## config.mk

```make
export PLATFORM = sky130hd
export DESIGN_NAME = grid_lsq_responder
export DESIGN_NICKNAME = d
export VERILOG_FILES = /design/src/rtl/grid_lsq_responder.sv
export SDC_FILE = /design/constraint.sdc
export NUM_CORES = 1
export LEC_CHECK = 0
export CAP_MARGIN = 20
export CORE_ASPECT_RATIO = 1.5
export CORE_MARGIN = 10
export CORE_UTILIZATION = 50
export CTS_BUF_LIST = sky130_fd_sc_hd__clkbuf_2 sky130_fd_sc_hd__clkbuf_4 sky130_fd_sc_hd__clkbuf_8
export CTS_CLUSTER_DIAMETER = 40
export CTS_CLUSTER_SIZE = 12
export DETAILED_ROUTE_END_ITERATION = 10
export PLACE_DENSITY = 0.84
export SYNTH_ARGS = -nofsm -noshare
export SYNTH_HDL_FRONTEND = slang
export SYNTH_SLANG_ARGS = --single-unit
```

## constraint.sdc

```tcl
create_clock -name clk -period 3.76 [get_ports clk]
set_input_delay 0.376 -clock clk [delete_from_list [all_inputs] [get_ports clk]]
set_output_delay 0.376 -clock clk [all_outputs]
set_load 0.03 [all_outputs]
```

## src/rtl/grid_lsq_responder.sv

```systemverilog
// Load/store responder for grid PR slots: round-robin arbiter, in-order request queue,
// single memory port and in-order load return. Optional macro: RCA_LSQ_LOAD_EXTRACT_EN.
module grid_lsq_responder #(
    parameter int NUM_SLOTS   = 4,
    parameter int QUEUE_DEPTH = 4,
    parameter int XLEN        = 32
) (
    input  logic                            clk,
    input  logic                            rst,
    input  logic [NUM_SLOTS-1:0][XLEN-1:0]  slot_addr,
    input  logic [NUM_SLOTS-1:0][XLEN-1:0]  slot_data,
    input  logic [NUM_SLOTS-1:0][2:0]       slot_fn3,
    input  logic [NUM_SLOTS-1:0]            slot_load,
    input  logic [NUM_SLOTS-1:0]            slot_store,
    input  logic [NUM_SLOTS-1:0]            slot_new_request,
    output logic [NUM_SLOTS-1:0]            slot_lsq_full,
    output logic [NUM_SLOTS-1:0][XLEN-1:0]  slot_load_data,
    output logic [NUM_SLOTS-1:0]            slot_load_complete,
    output logic [XLEN-1:0]                 mem_addr,
    output logic [XLEN-1:0]                 mem_wdata,
    output logic [2:0]                      mem_fn3,
    output logic                            mem_load,
    output logic                            mem_store,
    output logic                            mem_request,
    input  logic                            mem_ack,
    input  logic [XLEN-1:0]                 mem_rdata,
    input  logic                            mem_rvalid,
    output logic                            protocol_error
);

    localparam int SW = (NUM_SLOTS > 1) ? $clog2(NUM_SLOTS) : 1;
    localparam int PW = (QUEUE_DEPTH > 1) ? $clog2(QUEUE_DEPTH) : 1;
    localparam int CW = PW + 1;

    typedef struct packed {
        logic [XLEN-1:0] addr;
        logic [XLEN-1:0] data;
        logic [2:0]      fn3;
        logic            load;
        logic            store;
        logic [SW-1:0]   slot_id;
    } req_t;

`ifdef RCA_LSQ_LOAD_EXTRACT_EN
    typedef struct packed {
        logic [SW-1:0] slot_id;
        logic [1:0]    addr_lo;
        logic [2:0]    fn3;
    } trk_t;

    function automatic logic [XLEN-1:0] extract_load(input logic [XLEN-1:0] raw,
                                                     input logic [1:0]      lo,
                                                     input logic [2:0]      fn3);
        logic [XLEN-1:0] sh;
        sh = raw >> {lo, 3'b000};
        case (fn3)
            3'b000:  return {{(XLEN-8){sh[7]}}, sh[7:0]};
            3'b100:  return {{(XLEN-8){1'b0}}, sh[7:0]};
            3'b001:  return {{(XLEN-16){sh[15]}}, sh[15:0]};
            3'b101:  return {{(XLEN-16){1'b0}}, sh[15:0]};
            default: return raw;
        endcase
    endfunction
`else
    typedef struct packed {
        logic [SW-1:0] slot_id;
    } trk_t;
`endif

    // Request queue and pending-load tracker state
    req_t                 q_mem_q [QUEUE_DEPTH];
    logic [PW-1:0]        q_wr_q, q_wr_d, q_rd_q, q_rd_d;
    logic [CW-1:0]        q_count_q, q_count_d;
    trk_t                 t_mem_q [QUEUE_DEPTH];
    logic [PW-1:0]        t_wr_q, t_wr_d, t_rd_q, t_rd_d;
    logic [CW-1:0]        t_count_q, t_count_d;
    logic [SW-1:0]        rr_ptr_q, rr_ptr_d;
    logic                 protocol_error_q, protocol_error_d;
    logic [NUM_SLOTS-1:0] slot_load_complete_q, slot_load_complete_d;
    logic [NUM_SLOTS-1:0][XLEN-1:0] slot_load_data_q, slot_load_data_d;

    logic [NUM_SLOTS-1:0] grant;
    logic [SW-1:0]        grant_id;
    logic                 grant_valid;
    logic                 queue_full, queue_empty, trk_full, trk_empty;
    logic                 push, pop, trk_push, trk_pop;
    req_t                 push_entry, head;
    trk_t                 trk_entry, trk_head;
    logic [XLEN-1:0]      ret_data;

    // Round-robin scan starting at rr_ptr; the first requesting slot wins.
    always_comb begin
        int idx;
        // NOTE: every combinational output gets a default first so no path can infer a latch.
        grant       = '0;
        grant_id    = '0;
        grant_valid = 1'b0;
        idx         = 0;
        for (int k = 0; k < NUM_SLOTS; k++) begin
            idx = int'(rr_ptr_q) + k;
            if (idx >= NUM_SLOTS) idx = idx - NUM_SLOTS;
            if (!grant_valid && slot_new_request[idx[SW-1:0]]) begin
                grant_valid = 1'b1;
                grant_id    = idx[SW-1:0];
            end
        end
        if (grant_valid) grant[grant_id] = 1'b1;
    end

    assign queue_full  = (q_count_q == CW'(QUEUE_DEPTH));
    assign queue_empty = (q_count_q == '0);
    assign trk_full    = (t_count_q == CW'(QUEUE_DEPTH));
    assign trk_empty   = (t_count_q == '0);

    assign slot_lsq_full = rst ? ({NUM_SLOTS{queue_full}} | ~grant) : '1;

    assign push = grant_valid && !queue_full;
    assign head = q_mem_q[q_rd_q];

    always_comb begin
        push_entry         = '0;
        push_entry.addr    = slot_addr[grant_id];
        push_entry.data    = slot_data[grant_id];
        push_entry.fn3     = slot_fn3[grant_id];
        push_entry.load    = slot_load[grant_id];
        push_entry.store   = slot_store[grant_id];
        push_entry.slot_id = grant_id;
    end

    // A load may only leave the queue when the tracker has room for its return slot.
    assign mem_request = !queue_empty && !(head.load && trk_full);
    assign pop         = mem_request && mem_ack;

    always_comb begin
        mem_addr  = '0;
        mem_wdata = '0;
        mem_fn3   = '0;
        mem_load  = 1'b0;
        mem_store = 1'b0;
        if (!queue_empty) begin
            mem_addr  = head.addr;
            mem_wdata = head.data;
            mem_fn3   = head.fn3;
            mem_load  = head.load;
            mem_store = head.store;
        end
    end

    assign trk_push = pop && head.load;
    assign trk_pop  = mem_rvalid && !trk_empty;
    assign trk_head = t_mem_q[t_rd_q];

    always_comb begin
        trk_entry         = '0;
        trk_entry.slot_id = head.slot_id;
`ifdef RCA_LSQ_LOAD_EXTRACT_EN
        trk_entry.addr_lo = head.addr[1:0];
        trk_entry.fn3     = head.fn3;
        ret_data          = extract_load(mem_rdata, trk_head.addr_lo, trk_head.fn3);
`else
        ret_data          = mem_rdata;
`endif
    end

    always_comb begin
        q_wr_d    = q_wr_q;
        q_rd_d    = q_rd_q;
        q_count_d = q_count_q;
        rr_ptr_d  = rr_ptr_q;
        if (push) begin
            q_wr_d   = q_wr_q + PW'(1);
            rr_ptr_d = (int'(grant_id) == NUM_SLOTS - 1) ? '0 : grant_id + SW'(1);
        end
        if (pop) q_rd_d = q_rd_q + PW'(1);
        case ({push, pop})
            2'b10:   q_count_d = q_count_q + CW'(1);
            2'b01:   q_count_d = q_count_q - CW'(1);
            default: q_count_d = q_count_q;
        endcase
    end

    always_comb begin
        t_wr_d    = t_wr_q;
        t_rd_d    = t_rd_q;
        t_count_d = t_count_q;
        if (trk_push) t_wr_d = t_wr_q + PW'(1);
        if (trk_pop)  t_rd_d = t_rd_q + PW'(1);
        case ({trk_push, trk_pop})
            2'b10:   t_count_d = t_count_q + CW'(1);
            2'b01:   t_count_d = t_count_q - CW'(1);
            default: t_count_d = t_count_q;
        endcase
    end

    // Return path: pulse the owner's completion and update only its data word.
    always_comb begin
        slot_load_complete_d = '0;
        slot_load_data_d     = slot_load_data_q;
        protocol_error_d     = protocol_error_q | (mem_rvalid && trk_empty);
        if (trk_pop) begin
            slot_load_complete_d[trk_head.slot_id] = 1'b1;
            slot_load_data_d[trk_head.slot_id]     = ret_data;
        end
    end

    // NOTE: state flops use non-blocking assignments so every flop samples pre-edge values.
    always_ff @(posedge clk or negedge rst) begin
        if (!rst) begin
            q_wr_q               <= '0;
            q_rd_q               <= '0;
            q_count_q            <= '0;
            t_wr_q               <= '0;
            t_rd_q               <= '0;
            t_count_q            <= '0;
            rr_ptr_q             <= '0;
            protocol_error_q     <= 1'b0;
            slot_load_complete_q <= '0;
            slot_load_data_q     <= '0;
        end else begin
            q_wr_q               <= q_wr_d;
            q_rd_q               <= q_rd_d;
            q_count_q            <= q_count_d;
            t_wr_q               <= t_wr_d;
            t_rd_q               <= t_rd_d;
            t_count_q            <= t_count_d;
            rr_ptr_q             <= rr_ptr_d;
            protocol_error_q     <= protocol_error_d;
            slot_load_complete_q <= slot_load_complete_d;
            slot_load_data_q     <= slot_load_data_d;
        end
    end

    // NOTE: storage arrays are not reset; the counts gate every read, so stale contents are never seen.
    always_ff @(posedge clk) begin
        if (push)     q_mem_q[q_wr_q] <= push_entry;
        if (trk_push) t_mem_q[t_wr_q] <= trk_entry;
    end

    assign slot_load_complete = slot_load_complete_q;
    assign slot_load_data     = slot_load_data_q;
    assign protocol_error     = protocol_error_q;

endmodule

```

==> out/results.tsv <==
stage	metric	value	unit
run_status	status	completed	
yosys	synthSimpleGateAreaFrac	3.44	%
yosys	netlist.area_leader.share	45.8	%
floorplan	ios	523	
detailed_routing	firstDrtPassIters	5	
finish	layout-drive-gt1-share	18.7	%
sta	hold_violations	0	
floorplan	initial_utilization	50.8	%
sta	relSlewSlack	53.6	%
finish	fin_area	0.0259	mm2
detailed_routing	routedWlPerCell	23.8	um
job	drv_cap	0	
setup_path	crit_path_end_kind	primary output	
setup_path	path_delay_family	buffers and inverters	
power	powerDensity	966	mW/mm2
setup_path	critPathLaunchType	flop	
sta	period_needed	3.34	ns
yosys	synth_cells	1078	
floorplan	fp.dieW	180	um
global_routing	grt_antenna_before_repair	2	
yosys	yosys_warnings	0	
floorplan	coreArea	0.0377	mm2
finish	nNetsFinal	1945	
sta	rsz0062_at_grt	false	
clocking	clockRootBuffer	clkbuf_8	
setup_path	worstPathArrival	2.97	ns
floorplan	die-height	260	um
global_routing	grt_overflow	0	
sta	finalSetupViolations	0	
yosys	synth-adder-area-share	1.12	%
detailed_routing	drt_iter0_drc	667	
yosys	syn_area	0.0191	mm2
sta	fin_crit_sh	88.9	%
yosys	yosys.area.top_type	edfxtp_1	
sta	clock_skew	0.0251	ns
yosys	muxShareOfSynthArea	27.1	%
setup_path	path_buf_inv	2	
global_routing	grt_pass1_vias	12800	
floorplan	rows	87	
setup_path	worstPathCellList	mux2i_1 -> nor2_1 -> a311oi_4 -> inv_1 -> ha_1 -> nand3_1 -> clkdlybuf4s50_1	
setup_path	crit_path_max_incr_delay	0.70	ns
yosys	ys_seq_area_share	65.3	%
power	p_leak	9.84	nW
clocking	cts_setup_buffers	0	
global_routing	grt_pass1_wl	76.7	mm
clocking	post_cts_resize_count	0	
placed_design	dp.cells	2054	
yosys	synth_area_leaders	edfxtp_1 (46%), dfrtp_1 (19%), mux2i_1 (11%), mux4_2 (8.6%), mux2_2 (7.2%)	
yosys	synth_common_cells	edfxtp_1 (292), mux2i_1 (209), dfrtp_1 (149)	
clocking	cts_buffers	44	
yosys	synth_top_family_by_area	multiplexers	
setup_path	cp.required	3.38	ns
yosys	synth_most_common_cell	edfxtp_1	
yosys	syn_area_per_cell	17.7	um2
finish	instances_no_fill	2125	
finish	area_growth	35.5	%
global_routing	grt_max_degree	88	
sta	fmax	299	MHz
setup_path	critPathSlowestCell	clkdlybuf4s50_1	
clocking	cts-htree-levels	2	
global_routing	track_usage	21.1	%
placed_design	portBuffers	522	
sta	slew_viol_final	0	
detailed_routing	ant_nets	0	
min_path	hold_class	input pin to async pin	
clocking	clk_latency	0.59	ns
yosys	ys_ff_latch	441	
yosys	ys.flop_type	edfxtp_1	
power	total_power	25.0	mW
clocking	cts_sinks	441	
detailed_routing	vias	11500	
clocking	cts_tree	done	
setup_path	crit_fanout	6	
detailed_routing	drc	0	
clocking	cts_buffer_depth	3	
yosys	async_reset_ff_share	33.8	%
detailed_routing	vias_per_cell	5.42	
sta	setup_tns	0	ns
placed_design	placed_cell_area	0.0250	mm2
yosys	syn_nets	1410	
detailed_routing	drt-total-wl	50.6	mm
yosys	synth-compound-area-share	0.386	%
placed_design	globalplace.congestion	0.858	
yosys	yosysUniqueCellTypes	35	
floorplan	dieArea	0.0466	mm2
yosys	synth-xor-area-share	0.549	%
placed_design	dp_hpwl	38.2	mm
sta	worst_pin_slew	0.696	ns
finish	fin_util	68.8	%
power	ir_drop	0.653	mV
yosys	synth-edff-count	292	
setup_path	critical_path_class	flop to primary output	
clocking	clkTransAtPathRegs	0.08	ns
==> registers in the layout, indices dropped and copies added, names as in the netlist, 3 cells and up <==
register	flops
slot_load_complete	4
q_count_q	3
slot_load_data	128
t_count_q	3
t_mem_q	8
q_mem_q	284
==> through the flow <==
stage	hold slack, ns	setup WS (ns)
6_report	0.353	0.417
3_3_place_gp	0.395	0.606
4_1_cts	0.334	0.341
5_1_grt	0.374	0.207
3_5_place_dp	0.404	0.597
2_1_floorplan	0.0804	0.644
==> repair_timing <==
action | in CTS | in global routing
hold buffers | 1 | 0
endpoints found under the setup margin | 0 | 0
endpoints found under the hold margin | 62 | 0
==> kinds of logic (layout without fill, tap and decap cells) <==
| logic type | Yosys count | after routing |
|---|---|---|
| other | 0 | 2 |
| DFF | 441 | 441 |
| buffers and inverters | 79 | 635 |
| and+or+nand+nor | 107 | 107 |
| adders and majority gates | 16 | 16 |
| AOI/OAI and AO/OA | 12 | 12 |
| xor gates and xnor gates | 12 | 12 |
| muxes | 411 | 411 |
==> worst paths after layout <==
| check | start | to | slack (ns) | depth (start not counted) |
|---|---|---|---|---|
| min | rst | slot_load_data[115] | 0.35 | 2 |
| max in group asynchronous | rst | slot_load_data[8] | 2.26 | 4 |
| max | rr_ptr_q[1] | slot_lsq_full[0] | 0.42 | 7 |
| min reg2reg | protocol_error | protocol_error | 0.48 | 1 |
| max reg2reg | q_rd_q[1] | q_count_q[2] | 0.88 | 9 |
| min in group clk | protocol_error | protocol_error | 0.48 | 1 |
==> routing by layer <==
metal	up-vias	track usage [%]	wire [um]
li1	5181	-	-
met1	5736	22.9	18100
met2	507	37.0	26300
met3	87	7.56	4490
met4	0	8.13	1740
met5	-	0	0
==> placed cells by master, fill, tap and decap left out, types with 5 or more instances in the layout <==
cell type | Yosys | routed
buf_12 | 0 | 10
buf_4 | 3 | 16
clkbuf_4 | 0 | 14
clkbuf_8 | 0 | 45
clkdlybuf4s50_1 | 0 | 521
dfrtp_1 | 149 | 147
edfxtp_1 | 292 | 292
ha_1 | 14 | 14
inv_1 | 18 | 18
mux2_1 | 6 | 6
mux2_2 | 123 | 123
mux2i_1 | 209 | 209
mux4_2 | 73 | 73
nand2_1 | 8 | 8
nor2_1 | 6 | 6
nor2b_1 | 69 | 69
xnor2_1 | 7 | 7
xor2_1 | 5 | 5
==> power breakdown <==
| group | switching (mW) | internal [mW] | total, mW |
|---|---|---|---|
| clock network | 1.54 | 1.46 | 3.00 |
| logic | 7.42 | 5.81 | 13.2 |
| registers | 0.861 | 7.95 | 8.81 |
==> area by class of cell <==
type                            instances  area [um2]
Fill cell                            2536       11700
Inverter                               18        67.6
Multi-Input combinational cell        558        6290
Sequential cell                       441       12500
Clock inverter                          8         131
Tap cell                              489         612
Clock buffer                           59         724
Antenna cell                            2        5.00
Timing Repair Buffer                  550        5580
(Power assumes the default switching activity.)
